===== src/rtl/lsu_pkg.sv =====
// rtl/lsu_pkg.sv - shared width codes, FSM states and byte-mask constants for the load/store unit
package lsu_pkg;

  localparam logic [2:0] F3_B  = 3'b000;
  localparam logic [2:0] F3_H  = 3'b001;
  localparam logic [2:0] F3_W  = 3'b010;
  localparam logic [2:0] F3_BU = 3'b100;
  localparam logic [2:0] F3_HU = 3'b101;

  localparam logic [3:0] MASK_B = 4'b0001;
  localparam logic [3:0] MASK_H = 4'b0011;
  localparam logic [3:0] MASK_W = 4'b1111;

  typedef enum logic [1:0] {
    ST_IDLE = 2'd0,
    ST_REQ  = 2'd1,
    ST_RESP = 2'd2,
    ST_DONE = 2'd3
  } state_t;

  function automatic logic is_legal(input logic [2:0] f3);
    case (f3)
      F3_B, F3_H, F3_W, F3_BU, F3_HU: is_legal = 1'b1;
      default:                        is_legal = 1'b0;
    endcase
  endfunction

  // Size lives in the low two bits; bit 2 only selects zero extension.
  function automatic logic [3:0] mask_for(input logic [2:0] f3);
    case (f3[1:0])
      2'b00:   mask_for = MASK_B;
      2'b01:   mask_for = MASK_H;
      default: mask_for = MASK_W;
    endcase
  endfunction

endpackage


===== src/rtl/lsu_align.sv =====
// rtl/lsu_align.sv - rotates a memory word to the access offset and sign/zero-extends it
module lsu_align
  import lsu_pkg::*;
(
  input  logic [31:0] mdata,
  input  logic [1:0]  offset,
  input  logic [2:0]  funct3,
  output logic [31:0] result
);

  logic [63:0] dbl;
  logic [31:0] rot;

  always_comb begin
    dbl = {mdata, mdata} >> {offset, 3'b000};
    rot = dbl[31:0];
    case (funct3)
      F3_B:    result = {{24{rot[7]}}, rot[7:0]};
      F3_BU:   result = {24'h0, rot[7:0]};
      F3_H:    result = {{16{rot[15]}}, rot[15:0]};
      F3_HU:   result = {16'h0, rot[15:0]};
      default: result = rot;
    endcase
  end

endmodule


===== src/rtl/load_store_unit.sv =====
// rtl/load_store_unit.sv - single-outstanding load/store FSM with stall timeout
module load_store_unit
  import lsu_pkg::*;
#(
  parameter int TIMEOUT = 15
) (
  input  logic        I_clk,
  input  logic        I_rst_n,
  input  logic        I_req,
  input  logic        I_we,
  input  logic [2:0]  I_funct3,
  input  logic [31:0] I_addr,
  input  logic [31:0] I_wdata,
  output logic        O_busy,
  output logic        O_done,
  output logic        O_err,
  output logic [31:0] O_rdata,
  output logic [31:0] O_maddr,
  output logic [31:0] O_mdata,
  output logic [3:0]  O_mmask,
  output logic        O_mwe,
  input  logic [31:0] I_mdata,
  input  logic        I_mstall
);

  localparam int CW = (TIMEOUT < 1) ? 1 : $clog2(TIMEOUT + 1);
  localparam logic [CW-1:0] CNT_MAX  = CW'(TIMEOUT);
  localparam logic [CW-1:0] CNT_LAST = CW'(TIMEOUT - 1);

  state_t      state, state_n;
  logic        we_q, we_n;
  logic [2:0]  f3_q, f3_n;
  logic [1:0]  off_q, off_n;
  logic        err_q, err_n;
  logic [CW-1:0] cnt, cnt_n;
  logic [31:0] rdata_n, maddr_n, mdata_n, aligned;
  logic [3:0]  mmask_n;
  logic        mwe_n;

  lsu_align u_align (
    .mdata  (I_mdata),
    .offset (off_q),
    .funct3 (f3_q),
    .result (aligned)
  );

  always_ff @(posedge I_clk or negedge I_rst_n) begin
    if (!I_rst_n) begin
      state   <= ST_IDLE;
      we_q    <= 1'b0;
      f3_q    <= 3'b000;
      off_q   <= 2'b00;
      err_q   <= 1'b0;
      cnt     <= '0;
      O_rdata <= 32'h0;
      O_maddr <= 32'h0;
      O_mdata <= 32'h0;
      O_mmask <= 4'h0;
      O_mwe   <= 1'b0;
    end else begin
      state   <= state_n;
      we_q    <= we_n;
      f3_q    <= f3_n;
      off_q   <= off_n;
      err_q   <= err_n;
      cnt     <= cnt_n;
      O_rdata <= rdata_n;
      O_maddr <= maddr_n;
      O_mdata <= mdata_n;
      O_mmask <= mmask_n;
      O_mwe   <= mwe_n;
    end
  end

  always_comb begin
    state_n = state;
    we_n    = we_q;
    f3_n    = f3_q;
    off_n   = off_q;
    err_n   = err_q;
    cnt_n   = cnt;
    rdata_n = O_rdata;
    maddr_n = O_maddr;
    mdata_n = O_mdata;
    mmask_n = O_mmask;
    mwe_n   = O_mwe;
    case (state)
      ST_IDLE: begin
        if (I_req) begin
          if (is_legal(I_funct3)) begin
            we_n    = I_we;
            f3_n    = I_funct3;
            off_n   = I_addr[1:0];
            err_n   = 1'b0;
            cnt_n   = '0;
            maddr_n = I_addr;
            mdata_n = I_wdata;
            mmask_n = mask_for(I_funct3);
            mwe_n   = I_we;
            state_n = ST_REQ;
          end else begin
            err_n   = 1'b1;
            state_n = ST_DONE;
          end
        end
      end
      ST_REQ: begin
        if (I_mstall) begin
          // Abort on the stalled cycle that brings the counter to TIMEOUT.
          if (cnt >= CNT_LAST) begin
            cnt_n   = CNT_MAX;
            mwe_n   = 1'b0;
            mmask_n = 4'h0;
            err_n   = 1'b1;
            state_n = ST_DONE;
          end else begin
            cnt_n = cnt + CW'(1);
          end
        end else begin
          mmask_n = 4'h0;
          if (we_q) begin
            mwe_n   = 1'b0;
            state_n = ST_DONE;
          end else begin
            state_n = ST_RESP;
          end
        end
      end
      ST_RESP: begin
        rdata_n = aligned;
        state_n = ST_DONE;
      end
      default: state_n = ST_IDLE;
    endcase
  end

  assign O_busy = (state != ST_IDLE);
  assign O_done = (state == ST_DONE);
  assign O_err  = O_done & err_q;

endmodule


===== config.mk =====
export PLATFORM = sky130hd
export DESIGN_NAME = load_store_unit
export DESIGN_NICKNAME = d
export VERILOG_FILES = /design/src/rtl/lsu_pkg.sv /design/src/rtl/lsu_align.sv /design/src/rtl/load_store_unit.sv
export SDC_FILE = /design/constraint.sdc
export NUM_CORES = 1
export LEC_CHECK = 0
export ABC_CLOCK_PERIOD_IN_PS = 1700
export CORE_ASPECT_RATIO = 0.9
export CORE_MARGIN = 2
export CORE_UTILIZATION = 42
export CTS_BUF_LIST = sky130_fd_sc_hd__clkbuf_8
export CTS_CLUSTER_SIZE = 12
export DETAILED_ROUTE_END_ITERATION = 10
export GPL_TIMING_DRIVEN = 0
export PLACE_DENSITY = 0.91
export SYNTH_ARGS = -nofsm -noshare
export SYNTH_HDL_FRONTEND = slang
export SYNTH_HIERARCHICAL = 1
export SYNTH_SLANG_ARGS = --single-unit
export TNS_END_PERCENT = 50

===== constraint.sdc =====
create_clock -name I_clk -period 1.7 [get_ports I_clk]
set_input_delay 0.255 -clock I_clk [delete_from_list [all_inputs] [get_ports I_clk]]
set_output_delay 0.255 -clock I_clk [all_outputs]
set_load 0.02 [all_outputs]

; After elaboration in Yosys (flattened, before gate mapping)
; Index checks and enable logic that the tools add are counted.
[totals]
register_bits = 114
latch_bits = 0
ram_bits = 0
romBits = 0
inputBits = 104
output_inout_bits = 104
wordCells = 77
memories = 0
[op_classes]
n_addsub = 1
multipliers = 0
div = 0
n_lt_le_gt_ge = 1
n_eq_ne = 17
n_shift = 1
muxes = 32
bitwise = 1
reduce_logical = 13
[ops]
columns = cell, n
row1 = $pmux 32 s4, 1
row2 = $shr 64x5->32, 1
row3 = $mux 4, 8
row4 = $pmux 4 s2, 3
row5 = $mux 1, 13
row6 = $eq 3x3->1 const B, 4
row7 = $reduce_and 4->1, 3
row8 = $mux 2, 4
row9 = $ne 2x2->1 const B, 4
row10 = $eq 3x1->1 const B, 2
row11 = $logic_not 3->1, 2
row12 = $ne 3x3->1 const B, 2
row13 = $pmux 2 s3, 1
row14 = $reduce_and 5->1, 1
row15 = $reduce_or 5->1, 1
row16 = $add 4x1->4 const B, 1
row17 = $eq 2x1->1 const B, 2
row18 = $eq 2x2->1 const B, 2
row19 = $ge 4x4->1 const B, 1
row20 = $logic_not 2->1, 2
row21 = $pmux 1 s2, 2
row22 = $reduce_bool 2->1, 2
row23 = $eq 3x2->1 const B, 1
row24 = $reduce_and 3->1, 1
row25 = 2 further kinds, 2

; Depth between registers and ports, before layout
[logic_depth]
ltp_word = 8
mapped_depth = 8
mapped_depth_nobuf = 5

; Modules after synthesis
; Netlist, hierarchy kept.
[by_module_without_submodules]
columns = mod, instances, cells_each, area_per_inst_um2, seq_area_each_um2
row1 = load_store_unit, 1, 293, 4697.0, 2777.7
row2 = lsu_align, 1, 101, 1119.8, 0.0

; Least setup slack after synthesis
; OpenSTA, ideal clock, no wires.
[synth_path]
path_type = register -> register
from = register O_maddr[1] (netlist name)
to = register O_rdata[31]
setup_ps = 125
arrival_ps = 1815
t_required_ps = 1575
path_slack_ps = -240
path_stages_with_launch = 7
n_path_buf = 2
period_less_slack_ps = 1940
path_cell_list = dfrtp_1 buf_6 mux4_2 mux2i_4 buf_6 o21ai_1 mux2_2
[synth_rtl]
columns = element, line
row1 = "end signal, assigned", load_store_unit.sv:67  ; O_rdata <= rdata_n;
row2 = "end, declared", load_store_unit.sv:17  ; output logic [31:0] O_rdata,

==> out/metrics.yaml <==
slew_viol_final: 0
drt-total-wl_um: 16340
dr.pass1.iters: 4
status: "finished, violations left"
fin_ws_ps: -196.4
netlist.area_leader.share: 0.4775
synthCells: 394
num_vias: 4400
whs_ps: 268.0
diodes: 0
numCtsBuffers: 9
hold_class: "in2reg"
dp_hpwl_um: 11790
powerDensity_mw_per_mm2: 1992
synth_cell_types: 51
busiest_layer: "met2"
rsz0062_at_grt: "yes"
remaining_drc_errors: 0
crit_path_max_fanout: 8
dp.cells: 768
ir_drop_mv: 1.114
clk_latency_ps: 380
yosys_warnings: 6
dp_slack_ps: -475.0
worst_slew_pin_slew_ps: 742.6
syn_nets: 504
grt_util_met1: 0.2675
nets: 751
grtUsageMet3: 0.04801
slowest_delay_ps: 540
path_buf_inv: 1
avgRoutedWirePerCell_um: 20.08
core_area_mm2: 0.01346
crit_family: "multiplexers"
cp_slowest_cell: "mux4_2"
clk_pin_slew_ps: 100
ant_nets: 0
cp.required_ps: 1970
drtIter0Drc: 220
synth-edff-count: 0
clockRootBuffer: "clkbuf_8"
hold_viol_final: 0
place_congestion: 0.8927
row_count: 40
startpoint_type: "flip-flop"
async_reset_ff_frac: 1.000
syn-mean-instance-area_um2: 14.76
use_met2: 0.3982
end_kind: "flip-flop"
antenna_found_initial: 0
setup_viol: 24
grt_use_total: 0.2220
yosysTopAreaCell: "dfrtp_1"
start_util: 0.4321
fin_crit_ps: 1896
drive_gt1_frac: 0.3700
cts_tree: "yes"
num_io_pins: 208
io_buffers: 205
vias_per_cell: 5.405
synth_area_leaders: "dfrtp_1, mux2_2, mux4_2"
grt_pass1_vias: 4777
clock.fmax_mhz: 527.3
synth_seq_cells: 111
skew_ps: 6.661
ys_seq_area_frac: 0.4775
area_growth_pct: 53.67
cp_cell_sequence: "mux4_2, mux2i_4, buf_6, o21ai_2, mux2_4"
die_area_mm2: 0.01481
cts_num_sinks: 111
crit_type: "reg2reg"
gr-total-overflow: 0
clock_path_buffers: 2
tns_ps: -3050
period_share: 1.116
grt_max_degree: 57
die_w_um: 128.1
relSlewSlack: 0.5049
die-height_um: 115.6
ys.flop_type: "dfrtp_1"
total_power_mw: 17.81
htreeDepth: 3
grt_pass1_wl_um: 25470
netlist_area_mm2: 0.005817
drv_cap: 0
cp.arrival_ps: 2170
p_leak_nw: 3.906
violations: "negative setup slack"
final_cells: 814
==> area by class of cell <==
type / instances / area [µm²]
clock inverters: 7 / 72.57
multi-input cells: 243 / 2954
repair buffers: 241 / 2492
inverters: 9 / 33.78
clock buffers: 9 / 123.9
flip-flops and latches: 111 / 2780
well taps: 168 / 210.2
plain buffers: 26 / 271.5
fillers: 939 / 4524
==> cells by family after synthesis <==
| logic type | after synthesis | share of synthesized area |
|---|---|---|
| muxes | 137 | 0.3599 |
| DFF | 111 | 0.4775 |
| AOI/OAI and AO/OA | 57 | 0.06604 |
| and+or+nand+nor | 43 | 0.03485 |
| buffers and inverters | 40 | 0.04883 |
| adders and majority gates | 6 | 0.01291 |
==> Yosys cell counts (2+ instances only) <==
library cell	n
o22ai_1	2
o21ai_0	17
mux4_1	3
o31ai_1	3
and2_1	2
dfrtp_1	111
mux2_2	62
buf_12	5
mux2_4	39
nand2_1	28
nor2_1	3
inv_1	9
o2111ai_1	2
buf_6	2
o211ai_1	4
clkbuf_1	7
a21oi_1	4
ha_1	6
nand3_1	2
mux4_2	31
o21ai_1	9
buf_4	7
buf_2	8
==> what timing repair did <==
item | in CTS | in global routing
gates cloned | 6 | 0
setup endpoints to repair | 112 | 118
hold buffers | 1 | 0
setup buffers | 28 | 5
gates resized for setup | 97 | 36
pin swaps | 9 | 8
hold endpoints to repair | 55 | 0
==> power breakdown <==
group / switching (mW) / internal [mW]
clock network: 0.929 / 0.685
registers: 0.837 / 3.97
logic: 5.04 / 6.35
==> layout by cell type, fill, tap and decap left out, drive strengths merged, types with 3 or more instances in the layout <==
cell and count:
o211ai 4, o21ai 27, clkinv 3, dlygate4sd2 3, dfrtp 111, nor2 4, mux2 101, buf 59
a21oi 4, clkbuf 16, clkdlybuf4s50 184, o31ai 3, dlymetal6s2s 13, ha 6, mux4 34, nand2 29
inv 11
==> flip-flops by register name, indices dropped and copies added, names as in the netlist, 2 cells and up <==
| name | flops |
|---|---|
| state | 2 |
| O_mdata | 32 |
| O_maddr | 32 |
| O_mmask | 3 |
| cnt | 4 |
| O_rdata | 32 |
| f3_q | 3 |
==> worst paths after layout <==
kind	from	end	slack, ps	depth (start not counted)
setup reg to reg	O_maddr[1]	O_rdata[20]	-200	5
setup / recovery	O_maddr[1]	O_rdata[20]	-200	5
hold reg to reg	O_maddr[21]	O_maddr[21]	510	1
max in group asynchronous	I_rst_n	O_mdata[9]	520	3
hold / removal	I_funct3[1]	f3_q[1]	270	2
min in group asynchronous	I_rst_n	O_maddr[7]	460	2
==> metal layers <==
metal | part of all wire | routed length (µm)
met2 | 0.53 | 8709
met5 | 0 | 0
met1 | 0.39 | 6423
met3 | 0.050 | 815
met4 | 0.024 | 393
==> metrics by stage <==
stage | area, µm² | utilization
2_1_floorplan | 5837 | -
3_3_place_gp | 8099 | 0.6016
3_5_place_dp | 8124 | 0.6034
4_1_cts | 8977 | 0.6668
5_1_grt | 8939 | 0.6639
6_report | 8939 | 0.6639
Note: power is estimated with default switching activity, not from simulation.
